`config.mk`:
```
export PLATFORM = sky130hd
export DESIGN_NAME = mem_arbiter
export DESIGN_NICKNAME = d
export VERILOG_FILES = /design/src/rtl/soc_pkg.sv /design/src/rtl/mem_rr_arb.sv /design/src/rtl/mem_arbiter.sv
export SDC_FILE = /design/constraint.sdc
export NUM_CORES = 1
export LEC_CHECK = 0
export BUFFER_PORTS_ARGS = -buffer_cell sky130_fd_sc_hd__buf_2
export CAP_MARGIN = 30
export CORE_UTILIZATION = 51
export CTS_CLUSTER_SIZE = 25
export DETAILED_ROUTE_END_ITERATION = 10
export PLACE_DENSITY_LB_ADDON = 0.08
export RECOVER_POWER = 50
export SLEW_MARGIN = 10
export SYNTH_ARGS = -nofsm -noshare
export SYNTH_HDL_FRONTEND = slang
export SYNTH_HIERARCHICAL = 1
export SYNTH_SLANG_ARGS = --single-unit
```
`constraint.sdc`:
```
create_clock -name clk -period 3.5 [get_ports clk]
set_clock_uncertainty 0.2 [all_clocks]
set_input_delay 0.35 -clock clk [delete_from_list [all_inputs] [get_ports clk]]
set_output_delay 0.35 -clock clk [all_outputs]
set_load 0.01 [all_outputs]
```
`src/rtl/soc_pkg.sv`:
```
// Shared SoC types and default sizes for the core-to-memory arbitration path.
package soc_pkg;

   localparam int DEF_DATA_WIDTH = 32;
   localparam int DEF_MEM_DEPTH  = 64;

   typedef enum logic [1:0] {
      IDLE,
      ISSUE,
      WAIT,
      RESP
   } arb_state_t;

   typedef enum logic {
      OWN_IF,
      OWN_LS
   } owner_t;

endpackage

```
`src/rtl/mem_rr_arb.sv`:
```
// Two-way winner select (IF vs LS) with round-robin or LS-priority tie breaking.
module mem_rr_arb
   import soc_pkg::*;
#(
   parameter int LS_PRIORITY = 0
) (
   input  logic       clk,
   input  logic       rst_n,
   input  logic       if_valid_i,
   input  logic       ls_valid_i,
   input  logic       accept_i,
   output logic [1:0] grant_o
);

   owner_t last_grant_q, last_grant_d;

   // grant_o[0] = IF, grant_o[1] = LS; on a round-robin tie the non-last requester wins.
   always_comb begin
      grant_o = 2'b00;
      if (ls_valid_i && ((LS_PRIORITY != 0) || !if_valid_i || (last_grant_q == OWN_IF))) begin
         grant_o = 2'b10;
      end else if (if_valid_i) begin
         grant_o = 2'b01;
      end
   end

   always_comb begin
      last_grant_d = last_grant_q;
      if (accept_i) begin
         last_grant_d = grant_o[1] ? OWN_LS : OWN_IF;
      end
   end

   always_ff @(posedge clk or negedge rst_n) begin
      if (!rst_n) begin
         last_grant_q <= OWN_LS;
      end else begin
         last_grant_q <= last_grant_d;
      end
   end

endmodule

```
`src/rtl/mem_arbiter.sv`:
```
// Shares the single data-memory port between instruction fetch and load/store,
// one transaction in flight, with a per-transaction ack timeout.
module mem_arbiter
   import soc_pkg::*;
#(
   parameter  int MEM_DEPTH   = DEF_MEM_DEPTH,
   parameter  int DATA_WIDTH  = DEF_DATA_WIDTH,
   parameter  int TIMEOUT     = 16,
   parameter  int LS_PRIORITY = 0,
   localparam int ADDR_WIDTH  = $clog2(MEM_DEPTH)
) (
   input  logic                  clk,
   input  logic                  reset,
   input  logic                  if_req_valid,
   input  logic [ADDR_WIDTH-1:0] if_addr,
   output logic                  if_req_ready,
   output logic                  if_rsp_valid,
   output logic [DATA_WIDTH-1:0] if_rsp_data,
   output logic                  if_rsp_err,
   input  logic                  ls_req_valid,
   input  logic                  ls_we,
   input  logic [ADDR_WIDTH-1:0] ls_addr,
   input  logic [DATA_WIDTH-1:0] ls_wdata,
   output logic                  ls_req_ready,
   output logic                  ls_rsp_valid,
   output logic [DATA_WIDTH-1:0] ls_rsp_data,
   output logic                  ls_rsp_err,
   output logic                  mem_req_valid,
   output logic                  mem_we,
   output logic [ADDR_WIDTH-1:0] mem_addr,
   output logic [DATA_WIDTH-1:0] mem_wdata,
   input  logic [DATA_WIDTH-1:0] mem_rdata,
   input  logic                  mem_valid_data
);

   localparam int                   CNT_WIDTH = $clog2(TIMEOUT + 1);
   localparam logic [CNT_WIDTH-1:0] CNT_LAST  = CNT_WIDTH'(TIMEOUT - 1);
   localparam logic [CNT_WIDTH-1:0] CNT_MAX   = CNT_WIDTH'(TIMEOUT);

   arb_state_t            state_q, state_d;
   owner_t                owner_q, owner_d;
   logic [ADDR_WIDTH-1:0] addr_q, addr_d;
   logic                  we_q, we_d;
   logic [DATA_WIDTH-1:0] wdata_q, wdata_d;
   logic [CNT_WIDTH-1:0]  cnt_q, cnt_d;
   logic [DATA_WIDTH-1:0] rsp_data_q, rsp_data_d;
   logic                  rsp_err_q, rsp_err_d;
   logic [1:0]            grant;
   logic                  accept;
   logic                  in_flight;

   // Gating with reset keeps the combinational readies low while reset is held.
   assign accept    = reset && (state_q == IDLE) && (grant != 2'b00);
   assign in_flight = (state_q == ISSUE) || (state_q == WAIT);

   mem_rr_arb #(
      .LS_PRIORITY(LS_PRIORITY)
   ) u_arb (
      .clk       (clk),
      .rst_n     (reset),
      .if_valid_i(if_req_valid),
      .ls_valid_i(ls_req_valid),
      .accept_i  (accept),
      .grant_o   (grant)
   );

   // NOTE: sequential state uses non-blocking assignments so every flop samples pre-edge values.
   always_ff @(posedge clk or negedge reset) begin
      if (!reset) begin
         state_q <= IDLE;
      end else begin
         state_q <= state_d;
      end
   end

   // NOTE: every combinational output gets a default first, so no path can infer a latch.
   always_comb begin
      state_d = state_q;
      unique case (state_q)
         IDLE:    if (accept) state_d = ISSUE;
         ISSUE:   state_d = WAIT;
         WAIT:    if (mem_valid_data || (cnt_q == CNT_LAST)) state_d = RESP;
         RESP:    state_d = IDLE;
         default: state_d = IDLE;
      endcase
   end

   // Holding registers, wait counter and response capture; an ack beats a coincident timeout.
   always_comb begin
      owner_d    = owner_q;
      addr_d     = addr_q;
      we_d       = we_q;
      wdata_d    = wdata_q;
      cnt_d      = cnt_q;
      rsp_data_d = rsp_data_q;
      rsp_err_d  = rsp_err_q;
      if (accept) begin
         owner_d = grant[1] ? OWN_LS : OWN_IF;
         addr_d  = grant[1] ? ls_addr : if_addr;
         we_d    = grant[1] & ls_we;
         wdata_d = grant[1] ? ls_wdata : '0;
      end
      if (state_q == ISSUE) begin
         cnt_d = '0;
      end else if (state_q == WAIT) begin
         if (cnt_q != CNT_MAX) cnt_d = cnt_q + CNT_WIDTH'(1);
         if (mem_valid_data) begin
            rsp_data_d = we_q ? '0 : mem_rdata;
            rsp_err_d  = 1'b0;
         end else if (cnt_q == CNT_LAST) begin
            rsp_data_d = '0;
            rsp_err_d  = 1'b1;
         end
      end
   end

   always_ff @(posedge clk or negedge reset) begin
      if (!reset) begin
         owner_q    <= OWN_IF;
         addr_q     <= '0;
         we_q       <= 1'b0;
         wdata_q    <= '0;
         cnt_q      <= '0;
         rsp_data_q <= '0;
         rsp_err_q  <= 1'b0;
      end else begin
         owner_q    <= owner_d;
         addr_q     <= addr_d;
         we_q       <= we_d;
         wdata_q    <= wdata_d;
         cnt_q      <= cnt_d;
         rsp_data_q <= rsp_data_d;
         rsp_err_q  <= rsp_err_d;
      end
   end

   always_comb begin
      if_req_ready  = accept & grant[0];
      ls_req_ready  = accept & grant[1];
      mem_req_valid = (state_q == ISSUE);
      mem_we        = in_flight ? we_q : 1'b0;
      mem_addr      = in_flight ? addr_q : '0;
      mem_wdata     = in_flight ? wdata_q : '0;
      if_rsp_valid  = 1'b0;
      if_rsp_data   = '0;
      if_rsp_err    = 1'b0;
      ls_rsp_valid  = 1'b0;
      ls_rsp_data   = '0;
      ls_rsp_err    = 1'b0;
      if (state_q == RESP) begin
         if (owner_q == OWN_LS) begin
            ls_rsp_valid = 1'b1;
            ls_rsp_data  = rsp_data_q;
            ls_rsp_err   = rsp_err_q;
         end else begin
            if_rsp_valid = 1'b1;
            if_rsp_data  = rsp_data_q;
            if_rsp_err   = rsp_err_q;
         end
      end
   end

endmodule

```
==> results.json, run 1 <==
{
  "vias": 3576,
  "io_buffers": 191,
  "ir_drop_v": 0.000471,
  "place_congestion": 0.819,
  "die-height_um": 93.8,
  "crit_type": "flip-flop to flip-flop",
  "reg2reg_depth": 4,
  "synth-edff-count": 0,
  "dieArea_sq_mm": 0.00880,
  "async_flop_share_pct": 100,
  "nets": 702,
  "drt_iter0_drc": 111,
  "initial_core_util_pct": 52.6,
  "path_max_fanout": 21,
  "post_drt_via_cell_ratio": 4.95,
  "relSlewSlack_pct": -29.4,
  "powerDensity_mw_per_mm2": 757,
  "setup_viol": 0,
  "netSwitchingFraction_pct": 36.9,
  "grt_usage_pct": 23.0,
  "grt_pass1_vias": 3337,
  "internal-power_mw": 2.67,
  "p_switching_mw": 1.56,
  "synth_area_sq_mm": 0.00430,
  "cap_violations": 1,
  "synthesis.nets": 510,
  "seq_area_frac_synth_pct": 47.2,
  "die_w_um": 93.8,
  "final_antenna_net_count": 0,
  "pre_cts_ws_ps": 1030,
  "worstPathRequired_ps": 3540,
  "tightest_slew_ps": 1940,
  "first_pass_iters": 5,
  "comb_power_share_pct": 44.2,
  "insertedDiodeCount": 0,
  "cts.clk_slew.worst_paths_ps": 80,
  "fin_crit_sh_pct": 82.5,
  "cts_root_buf": "clkbuf_8",
  "htreeDepth": 3,
  "ios": 192,
  "post-route-util_pct": 68.3,
  "syn_inst": 421,
  "power_mw": 4.23,
  "fillers": 683,
  "ys_types": 40,
  "wl_per_cell_um": 13.7,
  "cts_resized": 0,
  "cts.sinks": 81,
  "fin_crit_ps": 2890,
  "grt-ovfl-total": 0,
  "cts_tree": "done",
  "p_clk_share_pct": 19.6,
  "pwr-share-seq_pct": 36.2,
  "ys_warn_count": 6,
  "fmax_mhz": 346,
  "rsz0062_at_grt": "false",
  "core-area_sq_mm": 0.00818,
  "endpoint_kind": "flip-flop",
  "hold_viol_final": 0,
  "finalSetupTns_ps": 0,
  "synthFlopType": "dfrtp_1",
  "min_path_cells": 2,
  "grt_pass1_wl_mm": 15.7,
  "cp.arrival_ps": 2930,
  "grt_antenna_before_repair": 0,
  "setup_ws_ps": 611,
  "syn2layout_area_growth_pct": 29.8,
  "ys_ff_latch": 81,
  "startpoint_type": "flip-flop",
  "dp_hpwl_mm": 7.00,
  "holdCritPathClass": "input port to flip-flop",
  "power.leakage_nw": 3.04,
  "rows": 33,
  "drc": 0,
  "clock_latency_ps": 350,
  "clockBufferDepth": 2,
  "drv_slew": 34,
  "status": "finished, violations left",
  "violations": "max-capacitance violations, max-slew violations",
  "cts_buffers": 9,
  "synth.avg_cell_area_sq_um": 10.2,
  "post_cts_buffers": 0,
  "drive_gt1_share_pct": 29.8,
  "grt_max_degree": 49,
  "totalWireLength_mm": 9.87
}
power by group through the flow:
stage | sequential (mW) | clock [mW] | combinational [mW]
final | 1.53 | 0.830 | 1.87
after global routing | 1.58 | 0.881 | 2.10
after CTS | 1.53 | 0.853 | 1.93
after detailed placement | 1.54 | 0 | 1.92
after global placement | 1.52 | 0 | 1.78
after floorplan | 1.47 | 0 | 1.36
layout by cell type, fill, tap and decap left out, drive strengths merged, types with 2 or more instances in the layout:
master,count
a21oi,3
dlygate4sd3,13
bufinv,3
mux2i,39
nor2,2
dfrtp,80
ha,7
mux2,2
nand3b,2
o22ai,2
clkbuf,48
inv,43
and2,73
buf,163
a22o,33
a21boi,2
nor2b,4
o211ai,3
o21ai,6
and3,36
nand2,40
flip-flops by register name, summed over array words and instances (netlist names):
register,count
state_q,2
we_q,1
addr_q,6
owner_q,1
u_arb/last_grant_q,1
wdata_q,32
rsp_data_q,32
rsp_err_q,1
cnt_q,5
layout make-up:
type	instances	area (sq um)	area share (%)
Clock inverter	5	103	1.84
Inverter	43	161	2.89
Timing Repair Buffer	213	1140	20.5
Clock buffer	11	141	2.53
Sequential cell	81	2030	36.3
Tap cell	105	131	2.35
Multi-Input combinational cell	265	1870	33.6
synthesized netlist by cell type (all sizes together), types with 2 or more instances:
master  count  area share [%]
nor2        2            0.35
a22o       33             6.7
inv        43             3.8
and3       36             5.2
nand3b      2            0.35
and2       73              11
mux2        2            0.61
nand2      40             3.5
ha          7             2.0
nor2b       4            0.81
dfrtp      80              47
o211ai      3            0.64
mux2i      39             9.1
clkbuf     13             1.1
o22ai       2            0.29
a21boi      2            0.44
a21oi       3            0.35
buf        19             4.1
o21ai       6            0.70
worst max-delay path, cell delays in order (launching register included):
cell and delay [ps]:
dfstp_1 560, a21boi_2 170, o211ai_1 1140, a22oi_1 320, mux2_1 380
metrics by stage:
| stage | hold WS [ps] | cells | cell area (sq um) |
|---|---|---|---|
| after global placement | 258 | 692 | 5230 |
| after detailed placement | 268 | 694 | 5290 |
| after CTS | 0.135 | 723 | 5660 |
| after global routing | 3.53 | 723 | 5580 |
| after floorplan | -146 | 421 | 4300 |
| final | 10.4 | 723 | 5580 |
metal layers:
| layer | vias up | GRT usage, % | wire (um) |
|---|---|---|---|
| met5 | - | 0 | 0 |
| met4 | 0 | 10.3 | 190 |
| met3 | 17 | 4.13 | 647 |
| met2 | 139 | 37.4 | 4650 |
| met1 | 1647 | 30.0 | 4380 |
| li1 | 1773 | - | - |
final timing paths:
check / endpoint / slack [ps] / start
min: wdata_q[1] / 10 / ls_wdata[1]
min in group asynchronous: rsp_data_q[28] / 1170 / reset
max: state_q[1] / 610 / u_arb/last_grant_q
max in group asynchronous: cnt_q[2] / 820 / reset
min reg2reg: addr_q[0] / 280 / addr_q[0]
max reg2reg: state_q[1] / 610 / u_arb/last_grant_q
kinds of logic after synthesis:
logic type / count (synthesis) / share of synthesized area [%]
AOI/OAI and AO/OA: 54 / 10.1
buffers and inverters: 75 / 8.96
DFF: 81 / 47.2
adders and majority gates: 7 / 2.04
muxes: 41 / 9.69
and+or+nand+nor: 163 / 22.1
timing repair:
| item | in CTS | in global routing |
|---|---|---|
| endpoints found under the hold margin | 45 | 0 |
| hold buffers | 13 | 0 |
| endpoints found under the setup margin | 0 | 0 |
Power figures use the tool's default switching activity.
==> inputs of run 2 (changes only) <==
Settings changed: ABC_AREA set to 1, CORE_UTILIZATION 51 to 43.
Clock period 3.5 ns to 2.6 ns, I/O delays scaled along.
==> run 2 against run 1 <==
Compared with the run above:
- the flow now finishes without violations
- register-to-register slack lost 450 ps
- routed wire length up 15%
- synthesized area is essentially flat
- critical path depth rose by 5
- critical endpoint is now u_arb/last_grant_q
- setup slack got worse by 450 ps
- clock power fell by 0.5%
- via count up 23%
- cell count rose by 36%
- largest cell class unchanged
- maximum frequency increased by 18%
- non-clock buffer count rose by 62
==> results.json, run 2 <==
{
  "status": "finished clean",
  "power_mw": 5.80,
  "seq_area_frac_synth_pct": 47.2,
  "die-height_um": 102,
  "placedCellCount": 893,
  "finalSetupTns_ps": 0,
  "fmax_mhz": 410,
  "crit_type": "flip-flop to flip-flop",
  "post_drt_via_cell_ratio": 4.47,
  "rows": 36,
  "ios": 192,
  "ys_top_cells_by_area": "dfrtp_1, nand2_1, inv_1, nor2_1, o21ai_2",
  "cts.sinks": 81,
  "synth_area_sq_mm": 0.00430,
  "first_pass_iters": 6,
  "drc": 0,
  "final_antenna_net_count": 0,
  "insertedDiodeCount": 0,
  "core-area_sq_mm": 0.00973,
  "synthFlopType": "dfrtp_1",
  "largest_registers": "rsp_data_q: 32 flops, wdata_q: 32 flops, addr_q: 6 flops",
  "cts_root_buf": "clkbuf_8",
  "wl_per_cell_um": 11.5,
  "mostFrequentLayoutCells": "nand2_1, buf_2, inv_1",
  "setup_ws_ps": 162,
  "p_clk_share_pct": 14.2,
  "nets": 935,
  "ir_drop_v": 0.000618,
  "power.leakage_nw": 3.68,
  "yosys-top-cells-count": "nand2_1, inv_1, dfrtp_1",
  "tightest_slew_ps": 801,
  "path_max_fanout": 9,
  "cts.clk_slew.worst_paths_ps": 80,
  "cap_violations": 0,
  "startpoint_type": "flip-flop",
  "ys_ff_latch": 81,
  "hold_slack_ps": 41.7,
  "netSwitchingFraction_pct": 43.4,
  "cts_buffers": 9,
  "fin_crit_ps": 2440,
  "grt_pass1_wl_mm": 18.1,
  "postPlaceCellArea_sq_mm": 0.00532,
  "dieArea_sq_mm": 0.0104,
  "pwr-share-seq_pct": 37.9,
  "powerDensity_mw_per_mm2": 941,
  "fin_crit_sh_pct": 93.8,
  "internal-power_mw": 3.28,
  "synth-edff-count": 0,
  "vias": 4395,
  "die_w_um": 102,
  "drive_gt1_share_pct": 27.3,
  "final_common_cell": "nand2_1",
  "syn2layout_area_growth_pct": 43.4,
  "synth_top_area_share_pct": 46.6,
  "place_congestion": 0.794,
  "timing.rr.start": "u_arb/last_grant_q",
  "totalWireLength_mm": 11.3,
  "initial_core_util_pct": 44.2,
  "r2r_setup_slack_ps": 160,
  "relSlewSlack_pct": 46.6,
  "grt_antenna_before_repair": 0,
  "post_cts_buffers": 0,
  "io_buffers": 191,
  "final_cell_area_sq_mm": 0.00617,
  "hp-start": "ls_addr[3]",
  "drv_slew": 0,
  "worstHoldEndpoint": "addr_q[3]",
  "hold_viol_final": 0,
  "pre_cts_ws_ps": 596,
  "grt_max_degree": 67,
  "grt_usage_pct": 22.3,
  "drt_iter0_drc": 136,
  "post-route-util_pct": 63.4,
  "dp_hpwl_mm": 7.29,
  "grt_pass1_vias": 4010,
  "final_cells": 984,
  "htreeDepth": 3,
  "syn_inst": 589,
  "reg2reg_depth": 9,
  "critical_path.reg2reg.endpoint": "u_arb/last_grant_q",
  "synthesis.nets": 678,
  "ys_types": 28,
  "cts_tree": "done",
  "synth.avg_cell_area_sq_um": 7.30,
  "setup_viol": 0,
  "ys_warn_count": 6,
  "holdCritPathClass": "input port to flip-flop",
  "worstPathRequired_ps": 2690,
  "clock_latency_ps": 350,
  "grt-ovfl-total": 0,
  "yosys.area.top_type": "dfrtp_1",
  "clockBufferDepth": 2,
  "endpoint_kind": "flip-flop",
  "rsz0062_at_grt": "false",
  "async_flop_share_pct": 100,
  "p_switching_mw": 2.52,
  "min_path_cells": 4,
  "cp.arrival_ps": 2530,
  "comb_power_share_pct": 47.9,
  "synth_most_common_cell": "nand2_1"
}
[run 2: how the worst max path moves through the flow]
stage / start / endpoint / slack [ps] / cells after the start
2_1_floorplan: cnt_q[0] / rsp_data_q[10] / 800 / 10
3_3_place_gp: u_arb/last_grant_q / wdata_q[20] / 640 / 7
3_5_place_dp: u_arb/last_grant_q / wdata_q[16] / 600 / 7
4_1_cts: ls_req_valid / u_arb/last_grant_q / 170 / 10
5_1_grt: u_arb/last_grant_q / u_arb/last_grant_q / 50 / 9
6_report: u_arb/last_grant_q / u_arb/last_grant_q / 160 / 9
[run 2: routing by layer]
metal  routed length, um  track usage (%)  vias up
li1                    -                -     2242
met1                5050             26.8     1994
met2                5520             39.6      143
met3                 614             3.90       16
met4                 168             8.90        0
met5                   0                0        -
[run 2: layout make-up]
cell class / instances / area (sq um)
clock buffer: 13 / 159
clock inverter: 3 / 15.0
fill: 886 / 3560
inverter: 90 / 342
multi-input combinational: 389 / 1700
sequential: 81 / 2030
tap: 133 / 166
timing repair buffer: 275 / 1760
[run 2: cells by family after synthesis]
family	count (synthesis)	synth area share [%]
simple gates	340	31.3
buf+inv	119	12.9
flops	81	47.2
compound gates	42	6.58
fa+ha+maj	7	2.04
[run 2: repair_timing]
item / 4_1_cts / 5_1_grt
hold buffers: 75 / 0
resized for setup: 0 / 1
hold endpoints to repair: 103 / 0
endpoints found under the setup margin: 0 / 1
[run 2: critical path, stage by stage (launching register included)]
cell and delay (ps):
dfstp_1 530, nand2_1 110, and2_2 260, inv_4 100, nand2_1 60, nand2_2 170
inv_1 180, nand3_1 140, dlygate4sd3_1 560, nand2_1 50
[run 2: power by group through the flow]
stage	Combinational, mW	Clock [mW]	Sequential, mW
5_1_grt	3.21	0.904	2.28
3_5_place_dp	2.76	0	2.21
6_report	2.78	0.826	2.20
4_1_cts	2.86	0.858	2.20
2_1_floorplan	1.98	0	2.13
3_3_place_gp	2.70	0	2.19
==> inputs of run 3 (changes only) <==
Settings changed: ABC_AREA 1 to not set, CORE_UTILIZATION 43 to 48.
Clock period 2.6 ns to 2.8 ns, I/O delays scaled along.
==> run 3 against run 2 <==
Compared with the run above:
- critical path type is now flip-flop to output port
- register-to-register slack better by 370 ps
- critical endpoint is now if_rsp_data[20]
- sequential cell count unchanged
- critical path depth fell by 5
- largest power group unchanged
- sequential power down 13%
- clock-buffer cell count decreased by 4
- highest routed layer unchanged
- via count fell by 13%
==> results.json, run 3 (synthesis results as in run 1) <==
{
  "status": "finished clean",
  "ios": 192,
  "crit_chain": "ha_1, and2b_1, and2_1, buf_2",
  "setup_viol": 0,
  "grt_max_degree": 78,
  "clockBufferDepth": 2,
  "worst_path_largest_cell_delay_ps": 670,
  "clock_latency_ps": 340,
  "power.leakage_nw": 3.34,
  "initial_core_util_pct": 49.6,
  "finalSetupTns_ps": 0,
  "insertedDiodeCount": 0,
  "cts_tree": "done",
  "reg2reg_depth": 5,
  "cp_top_family": "simple AND/OR/NAND/NOR gates",
  "post_drt_via_cell_ratio": 4.88,
  "timing.rr.start": "u_arb/last_grant_q",
  "post_cts_buffers": 0,
  "pre_cts_ws_ps": 562,
  "place_congestion": 0.755,
  "cts.clk_slew.worst_paths_ps": 80,
  "final_common_cell": "buf_2",
  "grt_pass1_wl_mm": 18.0,
  "cts.sinks": 81,
  "relSlewSlack_pct": 18.1,
  "totalWireLength_mm": 10.8,
  "cts_resized": 0,
  "wl_per_cell_um": 13.8,
  "fin_crit_sh_pct": 87.0,
  "powerDensity_mw_per_mm2": 842,
  "fillers": 685,
  "hp-start": "ls_addr[4]",
  "dieArea_sq_mm": 0.00934,
  "grt_pass1_vias": 3675,
  "cts_buffers": 9,
  "grt_usage_pct": 23.6,
  "dp_hpwl_mm": 6.99,
  "cp.arrival_ps": 1960,
  "holdCritPathClass": "input port to flip-flop",
  "cts_root_buf": "clkbuf_8",
  "drv_slew": 0,
  "ir_drop_v": 0.000468,
  "rows": 34,
  "core-area_sq_mm": 0.00868,
  "final_antenna_net_count": 0,
  "grt_antenna_before_repair": 0,
  "endpoint_kind": "output port",
  "cp_num_buf_inv": 1,
  "rsz0062_at_grt": "false",
  "die-height_um": 96.7,
  "fin_crit_ps": 2440,
  "drive_gt1_share_pct": 31.4,
  "syn2layout_area_growth_pct": 42.5,
  "path_max_fanout": 34,
  "hold_viol_final": 0,
  "multiInputGateArea_sq_mm": 0.00189,
  "cap_violations": 0,
  "min_path_cells": 3,
  "tightest_slew_ps": 1230,
  "first_pass_iters": 4,
  "critical_path.reg2reg.endpoint": "u_arb/last_grant_q",
  "startpoint_type": "flip-flop",
  "drc": 0,
  "htreeDepth": 3,
  "grt-ovfl-total": 0,
  "nets": 757,
  "largest_registers": "rsp_data_q: 32 flops, wdata_q: 32 flops, addr_q: 6 flops",
  "regArea_sq_mm": 0.00203,
  "vias": 3812,
  "worstHoldEndpoint": "addr_q[4]",
  "crit_type": "flip-flop to output port",
  "r2r_setup_slack_ps": 530,
  "crit_slowest_cell": "and2b_1",
  "setup_ws_ps": 363,
  "drt_iter0_drc": 116,
  "die_w_um": 96.7,
  "mostFrequentLayoutCells": "buf_2, dfrtp_1, and2_1",
  "worstPathRequired_ps": 2320,
  "io_buffers": 191,
  "fmax_mhz": 410
}
[run 3: area by class of cell]
type / count / area share, %
clock buffer: 9 / 2.02
clock inverter: 7 / 1.29
inverter: 43 / 2.63
multi-input combinational: 265 / 30.8
sequential: 81 / 33.1
tap: 108 / 2.20
timing repair buffer: 268 / 27.9
[run 3: repair_timing]
action,4_1_cts,5_1_grt
setup endpoints to repair,0,0
hold buffers,67,0
endpoints found under the hold margin,70,0
[run 3: worst max path at each step]
stage,from,cells past startpoint,endpoint
finish,state_q[0],4,if_rsp_data[20]
detailed placement,u_arb/last_grant_q,5,u_arb/last_grant_q
CTS,state_q[0],4,if_rsp_data[6]
floorplan,u_arb/last_grant_q,7,u_arb/last_grant_q
global route,state_q[0],4,if_rsp_data[20]
global placement,u_arb/last_grant_q,5,u_arb/last_grant_q
[run 3: worst min-delay path, stage by stage]
cell and delay (ps):
buf_2 80, mux2i_1 60, o21ai_1 100
[run 3: through the flow]
stage | cells | area, sq um | total power [mW] | utilization (%) | hold WS [ps]
3_3_place_gp | 697 | 5260 | 4.19 | 60.6 | -99.2
6_report | 781 | 6130 | 5.16 | 70.6 | 18.2
3_5_place_dp | 697 | 5260 | 4.27 | 60.6 | -97.3
5_1_grt | 781 | 6130 | 5.56 | 70.6 | 39.2
4_1_cts | 780 | 6130 | 5.22 | 70.7 | 1.60
2_1_floorplan | 421 | 4300 | 3.53 | - | -216
[run 3: per-layer routing]
layer / global-route usage [%] / wire, um
met2: 39.1 / 5140
met4: 7.92 / 136
met3: 3.76 / 626
met1: 31.8 / 4880
met5: 0 / 0
[run 3: where the power goes]
part	switching (mW)	internal [mW]	total, mW	leakage [nW]
Sequential	0.298	1.62	1.92	1.04
Combinational	1.27	1.11	2.38	2.21
Clock	0.442	0.419	0.861	0.0925
